==> config.mk <==
export PLATFORM = sky130hd
export DESIGN_NAME = div_unit_iter
export DESIGN_NICKNAME = d
export VERILOG_FILES = /design/src/rtl/div_unit_iter.sv
export SDC_FILE = /design/constraint.sdc
export NUM_CORES = 1
export LEC_CHECK = 0
export BUFFER_PORTS_ARGS = -buffer_cell sky130_fd_sc_hd__buf_2
export CORE_MARGIN = 2
export CORE_UTILIZATION = 37
export CTS_CLUSTER_DIAMETER = 100
export DETAILED_ROUTE_END_ITERATION = 7
export GPL_ROUTABILITY_DRIVEN = 1
export PLACE_DENSITY = 0.65
export SLEW_MARGIN = 40
export SYNTH_ARGS = -nofsm -noshare
export SYNTH_HDL_FRONTEND = slang
export SYNTH_SLANG_ARGS = --single-unit
==> constraint.sdc <==
create_clock -name clk_i -period 7.75 [get_ports clk_i]
set_input_delay 1.55 -clock clk_i [delete_from_list [all_inputs] [get_ports clk_i]]
set_output_delay 1.55 -clock clk_i [all_outputs]
set_load 0.05 [all_outputs]
==> src/rtl/div_unit_iter.sv <==
// Iterative restoring integer divider for DIV/DIVU/REM/REMU and their word variants.
// Retires BPC quotient bits per cycle; divide-by-zero and signed overflow bypass iteration.
module div_unit_iter #(
    parameter int unsigned XLEN  = 64,
    parameter int unsigned BPC   = 1,
    parameter int unsigned TAG_W = 8
) (
    input  logic             clk_i,
    input  logic             rstn_i,
    input  logic             kill_i,
    input  logic             req_valid_i,
    output logic             req_ready_o,
    input  logic [1:0]       op_i,
    input  logic             word_i,
    input  logic [XLEN-1:0]  src1_i,
    input  logic [XLEN-1:0]  src2_i,
    input  logic [TAG_W-1:0] tag_i,
    output logic             resp_valid_o,
    output logic [XLEN-1:0]  result_o,
    output logic [TAG_W-1:0] tag_o,
    output logic             busy_o
);

    localparam int unsigned CW = $clog2(XLEN / BPC) + 1;
    localparam logic [CW-1:0] NFULL = CW'(XLEN / BPC);
    localparam logic [CW-1:0] NWORD = CW'(32 / BPC);
    localparam int unsigned WSH = XLEN - 32;

    typedef enum logic [1:0] {StIdle, StIter, StDone} state_e;

    function automatic logic [XLEN-1:0] sext32(input logic [31:0] v);
        return XLEN'($signed(v));
    endfunction

    state_e            state_q;
    logic [XLEN:0]     rem_q;
    logic [XLEN-1:0]   quo_q;
    logic [XLEN-1:0]   div_q;
    logic [CW-1:0]     cnt_q;
    logic              word_q;
    logic              is_rem_q;
    logic              q_neg_q;
    logic              r_neg_q;
    logic [XLEN-1:0]   result_q;
    logic [TAG_W-1:0]  tag_q;

    // Operand preparation and fast-path detection, evaluated on the raw request.
    logic            is_signed, a_neg, b_neg, div_zero, overflow, fast;
    logic [XLEN-1:0] a, b, a_mag, b_mag, min_val, fast_q, fast_r, fast_res, quo_init;

    always_comb begin
        is_signed = ~op_i[0];
        if (word_i) begin
            a       = is_signed ? sext32(src1_i[31:0]) : XLEN'(src1_i[31:0]);
            b       = is_signed ? sext32(src2_i[31:0]) : XLEN'(src2_i[31:0]);
            min_val = sext32(32'h8000_0000);
        end else begin
            a       = src1_i;
            b       = src2_i;
            min_val = {1'b1, {(XLEN-1){1'b0}}};
        end
        a_neg    = is_signed & a[XLEN-1];
        b_neg    = is_signed & b[XLEN-1];
        a_mag    = a_neg ? -a : a;
        b_mag    = b_neg ? -b : b;
        div_zero = (b == '0);
        overflow = is_signed && (a == min_val) && (b == '1);
        fast     = div_zero | overflow;
        fast_q   = div_zero ? '1 : a;
        fast_r   = div_zero ? a : '0;
        fast_res = op_i[1] ? fast_r : fast_q;
        if (word_i) fast_res = sext32(fast_res[31:0]);
        // Word dividends start at the top so the last of 32 steps lands the quotient in [31:0].
        quo_init = word_i ? (a_mag << WSH) : a_mag;
    end

    // One iteration step (BPC restoring steps) plus final sign fix-up.
    logic [XLEN:0]   rem_nx;
    logic [XLEN-1:0] quo_nx, q_fin, r_fin, sel_fin, res_fin;

    always_comb begin
        rem_nx = rem_q;
        quo_nx = quo_q;
        for (int unsigned i = 0; i < BPC; i++) begin
            rem_nx = {rem_nx[XLEN-1:0], quo_nx[XLEN-1]};
            quo_nx = {quo_nx[XLEN-2:0], 1'b0};
            if (rem_nx >= {1'b0, div_q}) begin
                rem_nx    = rem_nx - {1'b0, div_q};
                quo_nx[0] = 1'b1;
            end
        end
        q_fin   = q_neg_q ? -quo_nx : quo_nx;
        r_fin   = r_neg_q ? -rem_nx[XLEN-1:0] : rem_nx[XLEN-1:0];
        sel_fin = is_rem_q ? r_fin : q_fin;
        res_fin = word_q ? sext32(sel_fin[31:0]) : sel_fin;
    end

    always_ff @(posedge clk_i or negedge rstn_i) begin
        if (!rstn_i) begin
            state_q  <= StIdle;
            rem_q    <= '0;
            quo_q    <= '0;
            div_q    <= '0;
            cnt_q    <= '0;
            word_q   <= 1'b0;
            is_rem_q <= 1'b0;
            q_neg_q  <= 1'b0;
            r_neg_q  <= 1'b0;
            result_q <= '0;
            tag_q    <= '0;
        end else begin
            unique case (state_q)
                StIdle: begin
                    if (req_valid_i && !kill_i) begin
                        tag_q    <= tag_i;
                        word_q   <= word_i;
                        is_rem_q <= op_i[1];
                        q_neg_q  <= a_neg ^ b_neg;
                        r_neg_q  <= a_neg;
                        if (fast) begin
                            result_q <= fast_res;
                            state_q  <= StDone;
                        end else begin
                            rem_q   <= '0;
                            quo_q   <= quo_init;
                            div_q   <= b_mag;
                            cnt_q   <= word_i ? NWORD : NFULL;
                            state_q <= StIter;
                        end
                    end
                end
                StIter: begin
                    if (kill_i) begin
                        state_q <= StIdle;
                    end else begin
                        rem_q <= rem_nx;
                        quo_q <= quo_nx;
                        cnt_q <= cnt_q - CW'(1);
                        if (cnt_q == CW'(1)) begin
                            result_q <= res_fin;
                            state_q  <= StDone;
                        end
                    end
                end
                StDone: state_q <= StIdle;
                default: state_q <= StIdle;
            endcase
        end
    end

    assign req_ready_o  = (state_q == StIdle);
    assign busy_o       = (state_q != StIdle);
    assign resp_valid_o = (state_q == StDone) && !kill_i;
    assign result_o     = result_q;
    assign tag_o        = tag_q;

endmodule
==> flow_summary_export.csv, run 1 <==
group,metric,value,unit
detailed_routing,top_layer,"met5",
run_status,status,"finished with violations",
global_routing,antenna_found_initial,7,
run,maxCapViolCount,0,
pwr,power_density,451,nW/um^2
setup_path,crit_fanout,17,
run_status,violations,"DRC",
setup_path,cp.required,8.24,ns
setup_path,crit_path_start_kind,"flop",
logic_synthesis,yosysSeqAreaShare,27.2,%
floorplanning,num_rows,96,
logic_synthesis,synth_seq_cells,277,
logic_synthesis,yosys_warnings,0,
sta,setup_viol,0,
sta,finalMaxSlewViolations,0,
detailed_routing,wl_met2,48.3,mm
place,hpwl,85.4,mm
detailed_routing,drc,4,
sta,fmax,155,MHz
layout,final_cells,4441,
floorplanning,die_w,267,microns
layout,fillerInstances,7102,
cts,cts_tree,"yes",
sta,min_period,6.46,ns
detailed_routing,dr.pass1.iters,8,
logic_synthesis,yosys.area.top_type,"dfrtp_1",
global_routing,grt.overflow.total,0,
sta,fin_setup_tns,0,ns
layout,finalNetCount,3749,
layout,layout_common_cells,"nand2_1 (457), o21ai_0 (374), a21oi_1 (299)",
place,dp.cells,4375,
cts,cts.sinks,277,
logic_synthesis,synth_ff_type,"dfrtp_1",
logic_synthesis,ys_async_sr_fraction,100,%
sta,worst_pin_slew,0.898,ns
setup_path,slowest_stage,"or4_1",
floorplanning,die_area,71000,sq um
detailed_routing,routed-wl-met3,11.3,mm
cts,clock_latency,0.59,ns
setup_path,cp_top_family,"simple AND/OR/NAND/NOR gates",
global_routing,grt_pass1_vias,25815,
detailed_routing,drt_iter0_drc,3357,
cts,cts_made_buffers,37,
logic_synthesis,synth_edf_count,0,
floorplanning,dieHeight,267,microns
place,place.port_buffers,217,
layout,area_delta_synth_final,11.9,%
cts,h-tree-depth,2,
sta,hold_viol_final,0,
setup_path,cp_slowest_stage_delay,0.57,ns
sta,period_share,83.4,%
logic_synthesis,syn_area_per_cell,7.36,sq um
cts,clk_pin_slew,0.06,ns
logic_synthesis,yosysUniqueCellTypes,92,
detailed_routing,totalWireLength,111,mm
detailed_routing,route.vias.total,28242,
sta,relSlewSlack,40.1,%
global_routing,track_usage,30.2,%
logic_synthesis,synthTopCellsByArea,"dfrtp_1 (27%), o21ai_0 (7.4%), nand2_1 (6.8%), a21oi_1 (5.9%), xnor2_1 (5.4%)",
global_routing,grt_max_degree,168,
pwr,peakVddDrop,0.220,mV
setup_path,cp-end-kind,"flop",
setup_path,crit_path_cell_trace,"ha_1 > nand3_1 > or4_1 > or4_1 > a21oi_2 > a211oi_2 > nand2_4 > inv_2 > mux2i_1 > ha_1 > nand4_1 > nor3_1 > a41oi_1 > nor2_1 > a21oi_1 > or4b_1 > nor4_1 > a211oi_1 > o211ai_1",
cts,cts_root_buffer,"clkbuf_16",
cts,ctsResizeCount,0,
detailed_routing,wl_per_cell,25.0,microns
floorplanning,io_pins,218,
logic_synthesis,syn_area,25500,sq um
detailed_routing,wl_met1,46.6,mm
cts,clockBufferDepth,3,
place,place.gp.congestion,1.00,
setup_path,critPathKind,"flop to flop",
floorplanning,initial_utilization,37.2,%
pwr,finalPower,12.9,mW
layout,layout_commonest_cell,"nand2_1",
sta,rsz0062_at_grt,"false",
worst_hold_path,hold_class,"flop to flop",
setup_path,cp.arrival,6.95,ns
floorplanning,core-area,68500,sq um
logic_synthesis,netlist.area_leader.share,27.2,%
logic_synthesis,syn-num-nets,3677,
pwr,p_leak,11.9,nW
setup_path,worst-path-buf-inv,1,
global_routing,grt_pass1_wl,164,mm
logic_synthesis,syn-instance-count,3462,
sta,fin_worst_skew,0.0241,ns
layout,drive_gt1_share,11.4,%
detailed_routing,ant_nets,0,
detailed_routing,viasPerCell,6.36,
cts,cts_setup_buffers,0,
cts,hold_buffers,0,
-- path summary, 6_finish.rpt --
path,slack [ns],from,end,cells after the start
min reg2reg,0.47,result_o[14],result_o[14],2
max,1.29,rem_q[4],result_o[62],19
min,0.47,result_o[14],result_o[14],2
max reg2reg,1.29,rem_q[4],result_o[62],19
min in group asynchronous,0.92,rstn_i,quo_q[49],1
max in group asynchronous,5.51,rstn_i,div_q[19],3
-- worst min-delay path, stage by stage (launching register included) --
cell and delay (ns):
dfrtp_1 0.34, nand2_1 0.04, o21ai_0 0.06
-- Yosys cell counts (all sizes together) (24+ instances only) --
| cell | n |
|---|---|
| a211oi | 41 |
| a21o | 48 |
| a21oi | 303 |
| a31oi | 62 |
| and2 | 25 |
| and3 | 26 |
| buf | 39 |
| clkbuf | 192 |
| dfrtp | 277 |
| ha | 71 |
| inv | 105 |
| mux2 | 27 |
| mux2i | 46 |
| nand2 | 461 |
| nand3 | 80 |
| nand4 | 66 |
| nor2 | 290 |
| nor3 | 91 |
| nor4 | 43 |
| o211ai | 80 |
| o21ai | 382 |
| o31ai | 47 |
| o41ai | 24 |
| or3 | 44 |
| or4 | 26 |
| xnor2 | 156 |
| xor2 | 96 |
-- area by class of cell --
type                       count  area [sq um]  area share [%]
antenna                        1          2.50         0.00877
clock buffer                  49          1020            3.58
clock inverter                14           160           0.561
inverter                     108           405            1.42
multi-input combinational   2846         17400            60.9
sequential                   277          6940            24.3
tap                          882          1100            3.87
timing repair buffer         264          1510            5.30
-- logic make-up after synthesis --
kind of cell,Yosys count,share of synthesized area [%]
xor gates and xnor gates,252,8.66
DFF,277,27.2
buffers and inverters,339,5.14
muxes,73,3.00
and+or+nand+nor,1257,23.4
adders and majority gates,72,3.56
AOI/OAI and AO/OA,1192,29.1
-- report_power, final --
part	total, mW	leakage, nW	internal, mW	switching (mW)
combinational	8.66	7.70	2.76	5.90
clock	1.73	0.579	0.973	0.753
sequential	2.48	3.58	1.89	0.590
-- stage by stage --
stage | cell area (sq um) | setup slack [ns] | utilization, % | hold slack [ns]
final | 28500 | 1.29 | 41.7 | 0.472
after global routing | 28500 | 0.862 | 41.7 | 0.506
after CTS | 28400 | 1.45 | 41.6 | 0.483
after detailed placement | 27300 | 1.37 | 39.8 | 0.471
after global placement | 27200 | 1.59 | 39.8 | 0.464
after floorplan | 25500 | 1.67 | - | 0.449
-- routing by layer --
metal  GRT usage (%)  vias to the layer above
li1                -                    12831
met1            41.5                    13501
met2            46.2                     1632
met3            6.15                      272
met4            12.0                        6
met5               0                        -
-- state kept, by name, indices dropped and copies added (netlist names) --
register and flops:
div_q 64, word_q 1, quo_q 64, r_neg_q 1, rem_q 64, cnt_q 7, is_rem_q 1, state_q 2
q_neg_q 1, result_o 64, tag_o 8
No activity file was read; power rests on OpenSTA's default activity.
==> inputs of run 2 (changes only) <==
Settings changed: ABC_AREA set to 1, PLACE_DENSITY 0.65 to 0.66.
Clock period 7.75 ns to 5.3 ns, I/O delays scaled along.
==> flow_summary_export.csv, run 2 <==
group,metric,value,unit
setup_path,reg2reg_depth,25,
detailed_routing,drc,0,
pwr,peakVddDrop,0.592,mV
cts,cts.sinks,277,
cts,clk_pin_slew,0.06,ns
layout,fillerInstances,8397,
cts,clockBufferDepth,3,
setup_path,r2r-end,"result_o[63]",
run,maxCapViolCount,0,
worst_hold_path,hold_class,"flop to flop",
layout,layout_commonest_cell,"nand2_1",
logic_synthesis,synth_seq_cells,277,
logic_synthesis,syn-num-nets,5106,
setup_path,crit_path_frequent_cell,"nand2_1",
detailed_routing,drt_iter0_drc,4529,
sta,rsz0062_at_grt,"false",
global_routing,grt_pass1_wl,205,mm
layout,drive_gt1_share,9.96,%
sta,setup_viol,0,
floorplanning,core-area,76200,sq um
layout,area_delta_synth_final,13.6,%
sta,finalMaxSlewViolations,0,
detailed_routing,viasPerCell,5.64,
cts,cts_tree,"yes",
sta,hold_viol_final,0,
floorplanning,die_w,282,microns
sta,fin_setup_tns,0,ns
logic_synthesis,synthTopCellsByArea,"dfrtp_1 (24%), nand2_1 (19%), inv_1 (9.3%), o21ai_0 (8.4%), nor2_1 (6.3%)",
run_status,status,"completed",
cts,cts_root_buffer,"clkbuf_16",
setup_path,crit_fanout,21,
sta,period_share,93.4,%
detailed_routing,route.vias.total,34542,
logic_synthesis,yosysUniqueCellTypes,62,
floorplanning,dieHeight,282,microns
global_routing,grt_max_degree,105,
layout,layout_common_cells,"nand2_1 (1,462), inv_1 (701), o21ai_0 (476)",
cts,cts_setup_buffers,0,
global_routing,track_usage,34.8,%
detailed_routing,ant_nets,0,
global_routing,grt.overflow.total,0,
setup_path,crit_path_start_kind,"flop",
sta,relSlewSlack,41.6,%
floorplanning,num_rows,101,
setup_path,r2r_start,"rem_q[8]",
logic_synthesis,yosys.area.top_type,"dfrtp_1",
sta,fin_worst_skew,0.0249,ns
cts,clock_latency,0.60,ns
logic_synthesis,yosysMostFrequentCell,"nand2_1",
worst_hold_path,min_to,"result_o[45]",
layout,n_antenna_cell,0,
sta,holdWs,0.471,ns
cts,cts_made_buffers,38,
setup_path,slowest_stage,"dfrtp_1",
logic_synthesis,synth_edf_count,0,
logic_synthesis,netlist.area_leader.share,24.3,%
global_routing,antenna_found_initial,5,
detailed_routing,dr.pass1.iters,7,
logic_synthesis,synth.top_cells.by_count,"nand2_1 (1,463), inv_1 (704), nor2_1 (479), o21ai_0 (478), nand3_1 (278)",
layout,finalNetCount,5284,
global_routing,grt_pass1_vias,31673,
floorplanning,io_pins,218,
sta,worst_pin_slew,0.866,ns
setup_path,cp-end-kind,"flop",
logic_synthesis,yosysSeqAreaShare,24.3,%
place,place.gp.congestion,1.05,
sta,min_period,4.95,ns
logic_synthesis,syn_area,28500,sq um
pwr,p_leak,16.6,nW
logic_synthesis,synth_ff_type,"dfrtp_1",
sta,fmax,202,MHz
place,place.port_buffers,217,
cts,h-tree-depth,2,
floorplanning,initial_utilization,37.4,%
floorplanning,die_area,79400,sq um
setup_path,r2r_setup_slack,0.35,ns
logic_synthesis,syn_area_per_cell,5.83,sq um
worst_hold_path,worstHoldPathCells,2,
pwr,power_density,768,nW/um^2
setup_path,critPathKind,"flop to flop",
setup_path,cp.arrival,5.41,ns
detailed_routing,wl_per_cell,23.0,microns
logic_synthesis,syn-instance-count,4891,
worst_hold_path,min_from,"result_o[45]",
logic_synthesis,yosys_warnings,0,
setup_path,cp.required,5.76,ns
detailed_routing,totalWireLength,141,mm
place,hpwl,113,mm
setup_path,cp_slowest_stage_delay,0.42,ns
logic_synthesis,ys_async_sr_fraction,100,%
## run 2: cell types whose count changed after synthesis, moves of 36 or more
cell and change:
a211oi_1 -37, o21ai_0 +102, nand2_1 +1003, xnor2_1 -135, inv_1 +600, a21o_1 -44, or3_1 -44, o31ai_1 -36
a21oi_1 -63, clkbuf_1 -59, nor2_1 +190, nand3_1 +198, mux2i_1 -46, o211ai_1 -53
## run 2: metal layers
metal	up-vias	part of all wire, %	global-route usage, %
met5	-	0.016	0
met4	4	4.9	15.2
met3	285	11	6.57
met2	1938	42	51.8
met1	16117	42	48.8
li1	16198	-	-
## run 2: worst max-delay path by stage
stage               from      endpoint  slack (ns)  cells past startpoint
6_report        rem_q[8]  result_o[63]        0.35                     25
5_1_grt        div_q[46]  result_o[62]        0.02                     32
4_1_cts        div_q[46]  result_o[50]        0.41                     29
3_5_place_dp   src2_i[0]     div_q[58]        0.33                     20
3_3_place_gp   src2_i[0]     div_q[58]        0.26                     20
2_1_floorplan   rem_q[6]  result_o[58]        1.00                     35
## run 2: logic make-up after synthesis
logic type,synth area share (%)
AND/OR/NAND/NOR,37.2
AO/OA/AOI/OAI,18.7
buffers and inverters,12.4
flip-flops,24.3
XOR/XNOR,3.93
adder cells (fa/ha/maj),3.39
## run 2: per-stage QoR
| step | power, mW | setup slack (ns) | utilization (%) | instance area (sq um) | cells |
|---|---|---|---|---|---|
| 2_1_floorplan | 15.6 | 1.00 | - | 28500 | 4891 |
| 3_3_place_gp | 21.4 | 0.256 | 40.7 | 31000 | 6059 |
| 3_5_place_dp | 21.4 | 0.332 | 40.8 | 31100 | 6059 |
| 4_1_cts | 24.4 | 0.410 | 42.5 | 32400 | 6129 |
| 5_1_grt | 26.7 | 0.0235 | 42.6 | 32400 | 6129 |
| 6_report | 24.9 | 0.350 | 42.6 | 32400 | 6129 |
## run 2: repair_timing
item | CTS | global route
gates resized for setup | 0 | 6
hold buffers | 0 | 0
endpoints found under the setup margin | 0 | 6
## run 2: layout make-up
| class | instances | area (sq um) | share of cell area, % |
|---|---|---|---|
| clock buffers | 44 | 1010 | 3.13 |
| clock inverters | 26 | 330 | 1.02 |
| inverters | 726 | 2730 | 8.41 |
| multi-input cells | 3700 | 18100 | 55.9 |
| flip-flops and latches | 277 | 6930 | 21.4 |
| well taps | 1030 | 1290 | 3.97 |
| repair buffers | 326 | 2010 | 6.18 |
## run 2: power by group
part | leakage (nW) | internal [mW] | switching [mW]
registers | 3.57 | 2.97 | 0.866
clock network | 0.661 | 1.69 | 1.18
logic | 12.4 | 4.86 | 13.3
total | 16.6 | 9.51 | 15.4
## run 2: worst max-delay path, delay by kind of cell, from the launching register on
kind / cells / cell delay (ns)
adder cells (fa/ha/maj): 1 / 0.40
flip-flops: 1 / 0.42
AO/OA/AOI/OAI: 3 / 0.39
AND/OR/NAND/NOR: 20 / 3.27
buffers and inverters: 1 / 0.33
